--- src/rtl/mac_operand_loader.sv ---
// mac_operand_loader: packs a header/A/B byte stream into lane-ordered
// operand vectors for the SIMD MAC array, presents them with a one-cycle
// issue pulse and holds them stable while the chained result drains.
module mac_operand_loader #(
  parameter int bw       = 8,
  parameter int num_MAC  = 32,
  parameter int HOLD_CYC = 32
) (
  input  logic                    clk,
  input  logic                    rst,
  input  logic [bw-1:0]           in_data,
  input  logic                    in_valid,
  output logic                    in_ready,
  input  logic                    abort,
  output logic [1:0]              mode,
  output logic [bw*num_MAC-1:0]   din_a,
  output logic [bw*num_MAC-1:0]   din_b,
  output logic                    issue,
  output logic                    busy
);

  // Lane counter never exceeds num_MAC-1; keep at least one bit for num_MAC=1.
  localparam int CW = (num_MAC > 1) ? $clog2(num_MAC) : 1;
  // Hold counter only ever holds HOLD_CYC-1 down to 0.
  localparam int HW = (HOLD_CYC > 1) ? $clog2(HOLD_CYC) : 1;
  localparam int VW = bw * num_MAC;

  localparam logic [CW-1:0] CNT_LAST  = CW'(num_MAC - 1);
  localparam logic [CW-1:0] CNT_ZERO  = {CW{1'b0}};
  localparam logic [CW-1:0] CNT_ONE   = CW'(1);
  localparam logic [HW-1:0] HOLD_LOAD = HW'(HOLD_CYC - 1);
  localparam logic [HW-1:0] HOLD_ZERO = {HW{1'b0}};
  localparam logic [HW-1:0] HOLD_ONE  = HW'(1);

  typedef enum logic [2:0] {
    S_IDLE   = 3'd0,
    S_LOAD_A = 3'd1,
    S_LOAD_B = 3'd2,
    S_ISSUE  = 3'd3,
    S_HOLD   = 3'd4
  } state_t;

  state_t          state_r;
  state_t          state_next_s;
  logic [CW-1:0]   cnt_r;
  logic [HW-1:0]   hold_r;
  logic [1:0]      mode_hdr_r;
  logic [VW-1:0]   shadow_a_r;
  logic [VW-1:0]   shadow_b_r;
  logic [VW-1:0]   shadow_b_next_s;
  logic            accepting_s;
  logic            xfer_s;
  logic            last_s;
  int              lane_base_s;

  // Ready is a pure state decode, forced low while reset is asserted.
  assign accepting_s = (state_r == S_IDLE) || (state_r == S_LOAD_A) || (state_r == S_LOAD_B);
  assign in_ready    = accepting_s && !rst;
  assign xfer_s      = in_valid && in_ready;
  assign last_s      = (cnt_r == CNT_LAST);
  assign lane_base_s = int'(cnt_r) * bw;
  assign issue       = (state_r == S_ISSUE);
  assign busy        = (state_r != S_IDLE);

  // B vector including the byte being written this cycle, so the final lane
  // lands in din_b on the same edge that enters ISSUE.
  always_comb begin
    shadow_b_next_s = shadow_b_r;
    shadow_b_next_s[lane_base_s +: bw] = in_data;
  end

  // State register.
  always_ff @(posedge clk) begin
    if (rst) begin
      state_r <= S_IDLE;
    end else begin
      state_r <= state_next_s;
    end
  end

  // Next-state decode: abort only matters while frame bytes are being taken.
  always_comb begin
    state_next_s = state_r;
    case (state_r)
      S_IDLE: begin
        if (abort) begin
          state_next_s = S_IDLE;
        end else if (xfer_s) begin
          state_next_s = S_LOAD_A;
        end else begin
          state_next_s = S_IDLE;
        end
      end
      S_LOAD_A: begin
        if (abort) begin
          state_next_s = S_IDLE;
        end else if (xfer_s && last_s) begin
          state_next_s = S_LOAD_B;
        end else begin
          state_next_s = S_LOAD_A;
        end
      end
      S_LOAD_B: begin
        if (abort) begin
          state_next_s = S_IDLE;
        end else if (xfer_s && last_s) begin
          state_next_s = S_ISSUE;
        end else begin
          state_next_s = S_LOAD_B;
        end
      end
      S_ISSUE: begin
        state_next_s = S_HOLD;
      end
      S_HOLD: begin
        if (hold_r == HOLD_ZERO) begin
          state_next_s = S_IDLE;
        end else begin
          state_next_s = S_HOLD;
        end
      end
      default: begin
        state_next_s = S_IDLE;
      end
    endcase
  end

  // Datapath: lane counter, shadow fill, output capture and hold countdown.
  always_ff @(posedge clk) begin
    if (rst) begin
      cnt_r      <= CNT_ZERO;
      hold_r     <= HOLD_ZERO;
      mode_hdr_r <= 2'b00;
      shadow_a_r <= {VW{1'b0}};
      shadow_b_r <= {VW{1'b0}};
      mode       <= 2'b00;
      din_a      <= {VW{1'b0}};
      din_b      <= {VW{1'b0}};
    end else begin
      case (state_r)
        S_IDLE: begin
          if (abort) begin
            cnt_r <= CNT_ZERO;
          end else if (xfer_s) begin
            mode_hdr_r <= in_data[1:0];
            cnt_r      <= CNT_ZERO;
          end else begin
            cnt_r <= cnt_r;
          end
        end
        S_LOAD_A: begin
          if (abort) begin
            cnt_r <= CNT_ZERO;
          end else if (xfer_s) begin
            shadow_a_r[lane_base_s +: bw] <= in_data;
            cnt_r <= last_s ? CNT_ZERO : (cnt_r + CNT_ONE);
          end else begin
            cnt_r <= cnt_r;
          end
        end
        S_LOAD_B: begin
          if (abort) begin
            cnt_r <= CNT_ZERO;
          end else if (xfer_s) begin
            shadow_b_r <= shadow_b_next_s;
            if (last_s) begin
              cnt_r <= CNT_ZERO;
              din_a <= shadow_a_r;
              din_b <= shadow_b_next_s;
              mode  <= mode_hdr_r;
            end else begin
              cnt_r <= cnt_r + CNT_ONE;
            end
          end else begin
            cnt_r <= cnt_r;
          end
        end
        S_ISSUE: begin
          hold_r <= HOLD_LOAD;
        end
        S_HOLD: begin
          if (hold_r != HOLD_ZERO) begin
            hold_r <= hold_r - HOLD_ONE;
          end else begin
            hold_r <= HOLD_ZERO;
          end
        end
        default: begin
          cnt_r  <= CNT_ZERO;
          hold_r <= HOLD_ZERO;
        end
      endcase
    end
  end

endmodule

--- config.mk ---
export PLATFORM = sky130hd
export DESIGN_NAME = mac_operand_loader
export DESIGN_NICKNAME = d
export VERILOG_FILES = /design/src/rtl/mac_operand_loader.sv
export SDC_FILE = /design/constraint.sdc
export NUM_CORES = 2
export LEC_CHECK = 0
export BUFFER_PORTS_ARGS = -buffer_cell sky130_fd_sc_hd__buf_4
export CORE_MARGIN = 5
export CORE_UTILIZATION = 25
export CTS_CLUSTER_DIAMETER = 60
export DETAILED_ROUTE_END_ITERATION = 10
export PLACE_DENSITY_LB_ADDON = 0.3
export SLEW_MARGIN = 20
export SYNTH_ARGS = -nofsm -noshare
export SYNTH_HDL_FRONTEND = slang
export SYNTH_SLANG_ARGS = --single-unit
--- constraint.sdc ---
create_clock -name clk -period 7.4 [get_ports clk]
set_input_delay 0.74 -clock clk [delete_from_list [all_inputs] [get_ports clk]]
set_output_delay 0.74 -clock clk [all_outputs]
set_load 0.05 [all_outputs]
==> results by group <==
Pwr
  – Total power draw: 0.0124 W
  – Sw Share: 23.4%
  – Seq pwr share: ~45%
  – Peak supply drop: 244 uV
  – Comb pwr share: 1.7%
  – Clock share of power: 53.0%
  – Power per cell area: approximately 240 mW/mm2
  – LEAKAGE: about 19 nW
  – Net Switching: 0.00289 W
  – Pint: 0.00950 W

Route
  – Via/cell ratio: ~4.9
  – # DRC: 0
  – Starting DRT DRC Count: 3383
  – Routed vias: roughly 36k
  – Routed len/inst: 24.4 um
  – Antenna viol nets, final: 0
  – Drt pass-1 iters: 6
  – Drt total wl: 181 mm

Timing
  – Fin Clk Skew: 21.6 ps
  – Final Setup Violations: 0
  – Fin. max-slew vios: 0
  – Slew margin rel.: approximately 17%
  – Final hold viol count: 0
  – Tightest Pin Transition: 1250 ps
  – Fin crit share: a little over two thirds
  – RSZ-0062 raised after global routing: false
  – Achievable Freq: a little under 0.2 GHz
  – Fin Setup TNS: 0 ps
  – Min cycle time layout: 5200 ps
  – Worst hold margin: 282 ps

Global routing
  – Met2 GRT Util: 33.9%
  – Largest net degree at the start of global routing: 235
  – Total grt overflow: 0
  – Most Crowded Layer GR: met2
  – Number of global-route vias before repair: 34.7k
  – Met1 usage: 24.1%
  – First-pass GRT wire length: 255 mm
  – Total track usage: 20.0%
  – Antenna violations before repair: 11
  – Met3 Use GR: 4.29%

Setup path
  – CP Class: flip-flop to flip-flop
  – Required time worst endpoint: 8020 ps
  – Worst Path Arrival: 5820 ps
  – Endpoint class of the critical path: flip-flop
  – Critical path fanouts, max: 27
  – Setup crit start kind: flip-flop
  – FF-to-FF setup slack: ~2200 ps

Synth
  – Synth Flop Type: dfxtp_1
  – Yosys reg bits: approximately 1.0k
  – Number of flops mapped to enable cells by yosys: 0
  – Post-Syn Area: 0.0411 mm2
  – Syn_area_per_cell: between 8 and 9 um2
  – Synth Instances: 4783
  – Synth unique cells: 60
  – Sequential fraction of the synthesis area: 50.7%
  – Ys Warns: 0
  – Mapped Nets: 4800
  – Ys async rst share: 0%

Clocking
  – TritonCTS buffer count: 134
  – Cts hold-fix bufs: 0
  – Worst-path clk slew: approximately 60 ps
  – CTS Root Cell: clkbuf_16
  – Setup bufs post-CTS: 0
  – CTS resizes: 0
  – Htree depth: 4
  – Worst-skew pair later-pin latency: 780 ps
  – CTS tree: built
  – Clock Sink Count: 1041
  – Clk buf depth: 3

Placed design
  – Gp weighted congestion: approximately 0.8
  – Placed cell count: just over 7k
  – # port buffers: 528
  – DP HPWL: 124 mm

Worst hold path
  – Tightest Hold Check Type: input port to flip-flop

Floorplan
  – Die W: 416 um
  – Die Area: 0.173 mm2
  – Core Area: 0.163 mm2
  – Die Y: 416 um
  – Row cnt: 148
  – Ports: 529
  – Starting density of the core: about a quarter

Run
  – Max-capacitance violation count: 0

Run status
  – Status: finished clean

Finish
  – Layout Area Growth over Synthesis: 25.6%
  – Fin cells: around 7.4k
  – Share of cells above drive strength 1: 17.9%
  – Fin nets: 5139
-- logic make-up after synthesis --
logic type / count (synthesis) / synth area share, %
AND/OR/NAND/NOR: 2032 / 23.0
multiplexers: 396 / 9.69
XOR/XNOR: 3 / 0.0822
buffers and inverters: 403 / 3.86
flip-flops: 1041 / 50.7
adder cells (fa/ha/maj): 5 / 0.152
AO/OA/AOI/OAI: 903 / 12.6
-- state kept, by name, indices dropped and copies added (netlist names) --
register / flops
shadow_b_r: 256
mode: 2
mode_hdr_r: 2
din_b: 256
hold_r: 5
cnt_r: 5
state_r: 3
shadow_a_r: 256
din_a: 256
-- final timing paths --
kind,startpoint,endpoint,cells after the start
setup reg to reg,cnt_r[0]$_SDFFE_PP0P_,shadow_b_r[21]$_SDFFE_PP0P_,9
hold / removal,in_data[7],shadow_a_r[7]$_SDFFE_PP0P_,3
hold reg to reg,shadow_a_r[196]$_SDFFE_PP0P_,din_a[196]$_SDFFE_PP0P_,2
setup / recovery,cnt_r[0]$_SDFFE_PP0P_,shadow_b_r[21]$_SDFFE_PP0P_,9
-- final cells by class --
cell class	instances	area (um2)
Timing Repair Buffer	596	4550
Antenna cell	2	5.00
Clock inverter	54	603
Fill cell	17135	111000
Tap cell	2175	2720
Inverter	10	37.5
Multi-Input combinational cell	3339	19000
Clock buffer	190	3890
Sequential cell	1041	20800
-- cells in the final DEF (no fill, tap or decap), types with 15 or more instances in the layout --
cell / n
buf_4: 589
a211oi_1: 148
nor2_1: 474
clkbuf_16: 136
nor2_2: 22
or4_1: 15
nor4_2: 23
mux2i_1: 386
nor4_4: 25
a311oi_1: 44
nor3_1: 49
o21ai_0: 123
nand2_1: 900
clkbuf_1: 26
nand3_1: 227
nand3b_1: 49
and3_1: 30
nand2b_1: 74
dfxtp_1: 1041
a21oi_1: 552
clkbuf_8: 28
nand4_1: 65
nor3_2: 17
-- layer usage --
metal / vias up / part of all wire, %
li1: 17178 / -
met3: 298 / 5.7
met5: - / 0
met2: 1109 / 48
met1: 17782 / 41
met4: 0 / 5.3
-- power groups by stage --
stage / registers, W / logic, W / clock network, W
2_1_floorplan: 0.00573 / 0.000131 / 0
3_3_place_gp: 0.00573 / 0.000208 / 0
3_5_place_dp: 0.00573 / 0.000209 / 0
4_1_cts: 0.00561 / 0.000209 / 0.00671
5_1_grt: 0.00561 / 0.000221 / 0.00695
6_report: 0.00561 / 0.000211 / 0.00657
-- through the flow --
stage                     instance area, um2  setup WS [ps]  utilization, %
after detailed placement               47200           2290            28.9
after CTS                              51700           2300            31.7
after global routing                   51700           1980            31.7
after global placement                 47100           2440            28.9
final                                  51700           2200            31.7
after floorplan                        41100           3650               -
-- critical path: stages (launching register included) --
cell and delay (ps):
dfxtp_1 910, inv_1 140, ha_1 380, nor3b_1 200, ha_1 630, buf_4 390, nand3_2 910, nor4_4 1100
mux2i_1 280, nor2_1 60
-- synth_stat cells, drive strengths merged, types with 14 or more instances --
library cell	number	area [um2]
dfxtp	1041	20800
nand2	906	3400
a21oi	553	2770
nor2	504	1890
mux2i	386	3860
clkbuf	321	1210
nand3	229	1160
a211oi	149	1120
o21ai	123	616
nand2b	74	463
buf	72	342
nor3	68	412
nand4	65	407
nor4	51	763
nand3b	49	368
a311oi	44	385
and3	30	188
or4	16	120
nor2b	14	87.6
No activity file was read; power rests on OpenSTA's default activity.
